### config.mk
export PLATFORM = sky130hd
export DESIGN_NAME = seradd_ctrl_flat
export DESIGN_NICKNAME = d
export VERILOG_FILES = /design/src/rtl/seradd_pkg.sv /design/src/rtl/seradd_if.sv /design/src/rtl/seradd_bit.sv /design/src/rtl/seradd_ctrl.sv /design/src/flat_wrapper.sv
export SDC_FILE = /design/constraint.sdc
export NUM_CORES = 1
export LEC_CHECK = 0
export ABC_AREA = 1
export CORE_UTILIZATION = 45
export CTS_BUF_LIST = sky130_fd_sc_hd__clkbuf_4 sky130_fd_sc_hd__clkbuf_8
export DETAILED_ROUTE_END_ITERATION = 16
export PLACE_DENSITY = 0.72
export SLEW_MARGIN = 15
export SYNTH_ARGS = -nofsm -noshare
export SYNTH_HDL_FRONTEND = slang
export SYNTH_HIERARCHICAL = 1
export SYNTH_SLANG_ARGS = --single-unit
### constraint.sdc
create_clock -name clk -period 2.7 [get_ports clk]
set_input_delay 0.81 -clock clk [delete_from_list [all_inputs] [get_ports clk]]
set_output_delay 0.81 -clock clk [all_outputs]
set_load 0.05 [all_outputs]
### src/rtl/seradd_pkg.sv
`default_nettype none
// ============================================================================
// Module      : seradd_pkg
// Description : Shared constants for the serial adder controller.
// Revision    : 1.0 - initial release
// ============================================================================
package seradd_pkg;

  localparam int DEFAULT_WIDTH = 8;

  typedef logic [1:0] state_t;

  localparam state_t IDLE  = 2'd0;
  localparam state_t SHIFT = 2'd1;
  localparam state_t DONE  = 2'd2;

endpackage
`default_nettype wire

### src/rtl/seradd_if.sv
`default_nettype none
// ============================================================================
// Module      : seradd_if
// Description : Operand/result handshake bundle for the serial adder.
// Revision    : 1.0 - initial release
// ============================================================================
interface seradd_if
  import seradd_pkg::*;
#(
  parameter int WIDTH = DEFAULT_WIDTH
);

  logic             in_valid;
  logic             in_ready;
  logic [WIDTH-1:0] a_in;
  logic [WIDTH-1:0] b_in;
  logic             c_in;
  logic             out_valid;
  logic             out_ready;
  logic [WIDTH-1:0] sum;
  logic             c_out;
  logic             busy;

  modport master (
    output in_valid, a_in, b_in, c_in, out_ready,
    input  in_ready, out_valid, sum, c_out, busy
  );

  modport slave (
    input  in_valid, a_in, b_in, c_in, out_ready,
    output in_ready, out_valid, sum, c_out, busy
  );

endinterface
`default_nettype wire

### src/rtl/seradd_bit.sv
`default_nettype none
// ============================================================================
// Module      : seradd_bit
// Description : One-bit full adder with a registered carry.
// Revision    : 1.0 - initial release
// ============================================================================
module seradd_bit (
  input  wire logic clk,
  input  wire logic rst,
  input  wire logic a,
  input  wire logic b,
  input  wire logic load,
  input  wire logic load_val,
  input  wire logic en,
  output logic      s,
  output logic      carry
);

  logic r_carry;

  assign s     = a ^ b ^ r_carry;
  assign carry = r_carry;

  always_ff @(posedge clk or negedge rst) begin
    if (!rst) begin
      r_carry <= 1'b0;
    end else if (load) begin
      r_carry <= load_val;
    end else if (en) begin
      r_carry <= (a & b) | (a & r_carry) | (b & r_carry);
    end
  end

endmodule
`default_nettype wire

### src/rtl/seradd_ctrl.sv
`default_nettype none
// ============================================================================
// Module      : seradd_ctrl
// Description : Handshaked bit-serial adder, LSB first, one bit per clock.
// Revision    : 1.0 - initial release
// ============================================================================
module seradd_ctrl
  import seradd_pkg::*;
#(
  parameter int WIDTH = DEFAULT_WIDTH
) (
  input wire logic clk,
  input wire logic rst,
  seradd_if.slave  bus
);

  localparam int          CW     = (WIDTH > 1) ? $clog2(WIDTH) : 1;
  localparam logic [CW-1:0] C_LAST = CW'(WIDTH - 1);

  state_t           r_state;
  logic [WIDTH-1:0] r_a;
  logic [WIDTH-1:0] r_b;
  logic [WIDTH-1:0] r_sum;
  logic [CW-1:0]    r_cnt;
  logic             r_cout;

  logic w_accept;
  logic w_shift;
  logic w_s;
  logic w_carry;

  assign w_accept = (r_state == IDLE) && bus.in_valid;
  assign w_shift  = (r_state == SHIFT);

  seradd_bit u_bit (
    .clk      (clk),
    .rst      (rst),
    .a        (r_a[0]),
    .b        (r_b[0]),
    .load     (w_accept),
    .load_val (bus.c_in),
    .en       (w_shift),
    .s        (w_s),
    .carry    (w_carry)
  );

  always_ff @(posedge clk or negedge rst) begin
    if (!rst) begin
      r_state <= IDLE;
      r_a     <= '0;
      r_b     <= '0;
      r_sum   <= '0;
      r_cnt   <= '0;
      r_cout  <= 1'b0;
    end else begin
      case (r_state)
        IDLE: begin
          if (bus.in_valid) begin
            r_a     <= bus.a_in;
            r_b     <= bus.b_in;
            r_cnt   <= '0;
            r_state <= SHIFT;
          end
        end
        SHIFT: begin
          r_sum <= {w_s, r_sum[WIDTH-1:1]};
          r_a   <= r_a >> 1;
          r_b   <= r_b >> 1;
          // Counter parks at its last value so it never wraps.
          if (r_cnt == C_LAST) begin
            r_state <= DONE;
          end else begin
            r_cnt <= r_cnt + 1'b1;
          end
        end
        DONE: begin
          if (bus.out_ready) begin
            r_cout  <= w_carry;
            r_state <= IDLE;
          end
        end
        default: r_state <= IDLE;
      endcase
    end
  end

  // The bit cell's carry is frozen in DONE; r_cout keeps it across the next load.
  assign bus.c_out     = (r_state == DONE) ? w_carry : r_cout;
  assign bus.sum       = r_sum;
  assign bus.in_ready  = (r_state == IDLE);
  assign bus.out_valid = (r_state == DONE);
  assign bus.busy      = (r_state == SHIFT);

endmodule
`default_nettype wire

### src/flat_wrapper.sv
// flat-port wrapper written by rule: the top's interface ports become plain ports
module seradd_ctrl_flat import seradd_pkg::*;
#(
  parameter int WIDTH = DEFAULT_WIDTH
)
  (clk, rst, bus_in_valid, bus_a_in, bus_b_in, bus_c_in, bus_out_ready, bus_in_ready, bus_out_valid, bus_sum, bus_c_out, bus_busy);
  seradd_if #(.WIDTH(WIDTH)) bus_i ();
  input wire logic clk;
  input wire logic rst;
  input wire logic [$bits(bus_i.in_valid)-1:0] bus_in_valid;
  input wire logic [$bits(bus_i.a_in)-1:0] bus_a_in;
  input wire logic [$bits(bus_i.b_in)-1:0] bus_b_in;
  input wire logic [$bits(bus_i.c_in)-1:0] bus_c_in;
  input wire logic [$bits(bus_i.out_ready)-1:0] bus_out_ready;
  output wire logic [$bits(bus_i.in_ready)-1:0] bus_in_ready;
  output wire logic [$bits(bus_i.out_valid)-1:0] bus_out_valid;
  output wire logic [$bits(bus_i.sum)-1:0] bus_sum;
  output wire logic [$bits(bus_i.c_out)-1:0] bus_c_out;
  output wire logic [$bits(bus_i.busy)-1:0] bus_busy;
  assign bus_i.in_valid = bus_in_valid;
  assign bus_i.a_in = bus_a_in;
  assign bus_i.b_in = bus_b_in;
  assign bus_i.c_in = bus_c_in;
  assign bus_i.out_ready = bus_out_ready;
  assign bus_in_ready = bus_i.in_ready;
  assign bus_out_valid = bus_i.out_valid;
  assign bus_sum = bus_i.sum;
  assign bus_c_out = bus_i.c_out;
  assign bus_busy = bus_i.busy;
  seradd_ctrl #(.WIDTH(WIDTH)) u_core (.clk(clk), .rst(rst), .bus(bus_i));
endmodule
==> summary.txt <==
Worst setup path
  • Buf/Inv on CP: 1
  • Top delay family on crit path: buffers and inverters
  • Critical path type: reg -> out
  • CP arrival: 1.50 ns
  • Critical Path Source Type: register
  • Critical Path End Type: output port
  • CP max stage cell: clkdlybuf4s50_1
  • Crit Path Max Fanout: 3
  • Crit path largest cell delay: slightly above 0.8 ns
  • Critical path required time: roughly 1.9 ns
  • Worst path cell trace: clkdlybuf4s50_1

Detailed routing
  • Antenna-violating nets left: 0
  • Pre-antenna DRT Iters: 7
  • Drt initial violations: 68
  • Avg WL per Cell: around 11 microns
  • Routed WL: between 3000 and 4000 microns
  • Vias/cell: 4.81
  • Vias: 1314
  • DRC: 0

Power
  • Power share of the combinational group: 54.1%
  • Switching Share: 46.5%
  • Max rail drop VDD: 0.000573 V
  • Sequential Power Share: between 30% and 40%
  • PwrDens: around 1200 nW/um^2
  • Clock share of power: 11.8%
  • Psw: 1080 uW
  • Internal power: about 1200 uW
  • Pleak: 0.00102 uW

Final layout
  • Proportion of layout cells with a drive suffix above 1: 10.0%
  • Non-filler instance count after layout: ~270
  • Diodes inserted: 0
  • Final Cell Area: 1940 sq um
  • Layout area overhead: 29.4%
  • Final-stage net count: 252

Synth
  • Yosys top cell by area: dfrtp_1
  • Synthesized area: 1500 sq um
  • Mapped Cells: 192
  • Netlist cell types: 17
  • Syn. warnings: 6
  • Async SR Flop Fraction: 100%
  • Avg Cell Area, Syn: 7.80 sq um
  • Syn nets: around 220
  • Post-Synth Simple-Gate Area: 32.9%
  • Top cell type's share of synthesized area: approximately 52%
  • Mux contribution to synthesized area: 0%
  • Most common cell in the netlist: nand2_1
  • Post-synth EDFFs: 0
  • Synth cell count leaders: nand2_1, dfrtp_1, nand3_1
  • Area contributors post-synth: dfrtp_1, nand2_1, nand3_1, inv_1, o21ai_0
  • Largest family of logic cells by synthesized area: simple AND/OR/NAND/NOR gates
  • Top_reg_cell synth: dfrtp_1
  • Synth Area in XOR/XNOR: 0%
  • Seq cells post-synth: 31
  • Post-Synth Adder-Cell Area: 3.01%
  • Seq/Total Area, Yosys: about half
  • Compound-gate portion of the synthesized area: 4.85%

Timing
  • Fin crit period: between 2 and 2.5 ns
  • RSZ-0062 raised after global routing: false
  • Hold Vio Cnt, Final: 0
  • Tightest Pin Transition: 0.739 ns
  • Final Max Tran Viols: 0
  • Setup TNS Final: 0 ns
  • Post-route setup slack: 0.385 ns
  • Clock Skews: 0.00900 ns
  • # setup viols final: 0
  • Slew HR: 50.6%
  • Achievable Freq: 432 MHz
  • Fin crit share: between 80% and 90%

Clock network
  • # resized after CTS: 0
  • Worst skew pair latency: 0.33 ns
  • Buffer count from post-CTS setup fixing: 0
  • H-Tree Depth: 2
  • CTS root buffer: clkbuf_4
  • CTS max path bufs: 2
  • Clock slew at reported path FFs: 0.09 ns
  • Num Clock Sinks: 31
  • Cts bufs inserted: 5
  • CTS tree: yes
  • Hold-fix buffers, CTS: 0

Placed design
  • Post-detail-place hpwl: between 2000 and 2500 microns
  • Placed cell area: between 1500 and 2000 sq um
  • Cells after DPL: 265
  • PortBufs: 32
  • Pre-CTS WS: ~0.74 ns
  • Final GP Congestion: 0.776

Global route
  • First-pass GRT wire length: 5230 microns
  • Largest net degree at the start of global routing: 32
  • Vias in the first global route: around 1.2k
  • Initial antenna violation count: 0
  • Overflow after GRT: 0
  • Tot GR Track Use: about a fifth

Run
  • MaxCap Viol Count: 0

Floorplan
  • Row count: 20
  • Core area: roughly 3100 sq um
  • Die Area: 3560 sq um
  • Chip Height: between 50 and 60 microns
  • Die Wd: around 60 microns
  • Io pins: 33
  • Starting Density: 48.3%

Min path
  • Hold Path Class: reg -> reg

Status
  • Status: completed
==> power groups by stage <==
stage / Combinational, uW / Sequential, uW / Clock (uW)
2_1_floorplan: 722 / 949 / 0
3_3_place_gp: 1230 / 784 / 0
3_5_place_dp: 1260 / 798 / 0
4_1_cts: 1270 / 790 / 286
5_1_grt: 1400 / 815 / 300
6_report: 1250 / 789 / 274
==> path summary, 6_finish.rpt <==
kind | startpoint | end | slack, ns | cells after the start
worst max-delay path | u_core/bus.sum[6] | bus_sum[6] | 0.39 | 1
worst min-delay path | u_core/r_a[6] | u_core/r_a[6] | 0.49 | 2
worst max register to register | u_core/r_state[1] | u_core/r_b[2] | 0.96 | 7
worst min register to register | u_core/r_a[6] | u_core/r_a[6] | 0.49 | 2
max in group asynchronous | rst | u_core/bus.sum[0] | 1.54 | 2
min in group asynchronous | rst | u_core/r_a[5] | 0.86 | 2
==> cell usage in the layout (no fill, tap or decap) <==
cell and instances:
nor2_1 1, o21ai_4 1, nand2_1 97, buf_4 7, o22ai_1 1, o21ai_2 1
nand3_1 18, nand2_2 1, clkbuf_4 7, inv_1 15, fa_1 1, inv_2 1
ha_1 2, clkdlybuf4s50_1 28, nand4_1 3, nor2_2 2, o21ai_0 9, buf_12 2
dfrtp_1 31, clkinv_2 1
==> metal layers <==
layer  wire length (microns)  global-route usage (%)
met3                     143                    6.06
met4                      55                    8.31
met1                    1440                    24.6
met5                       0                       0
met2                    1470                    34.0
==> sequential cells by signal (all words and copies together), names as in the netlist <==
name,count
u_core/r_state,2
u_core/r_cout,1
u_core/r_a,8
u_core/r_cnt,3
u_core/bus.sum,8
u_core/u_bit/carry,1
u_core/r_b,8
==> stage by stage <==
step	hold slack (ns)	util (%)	total power, uW
floorplan	0.449	-	1670
global placement	0.463	60.6	2010
detailed placement	0.467	60.6	2060
CTS	0.490	62.5	2340
global route	0.518	62.5	2510
finish	0.486	62.5	2320
==> logic make-up after synthesis <==
logic type	count (synthesis)
flops	31
simple gates	122
compound gates	12
fa+ha+maj	3
buf+inv	24
==> final cells by class <==
class / count / area [sq um]
Fill cell: 312 / 1160
Multi-Input combinational cell: 137 / 617
Clock inverter: 1 / 5.00
Timing Repair Buffer: 37 / 373
Sequential cell: 31 / 776
Tap cell: 44 / 55.1
Clock buffer: 7 / 52.6
Inverter: 16 / 60.1
(Power assumes the default switching activity.)
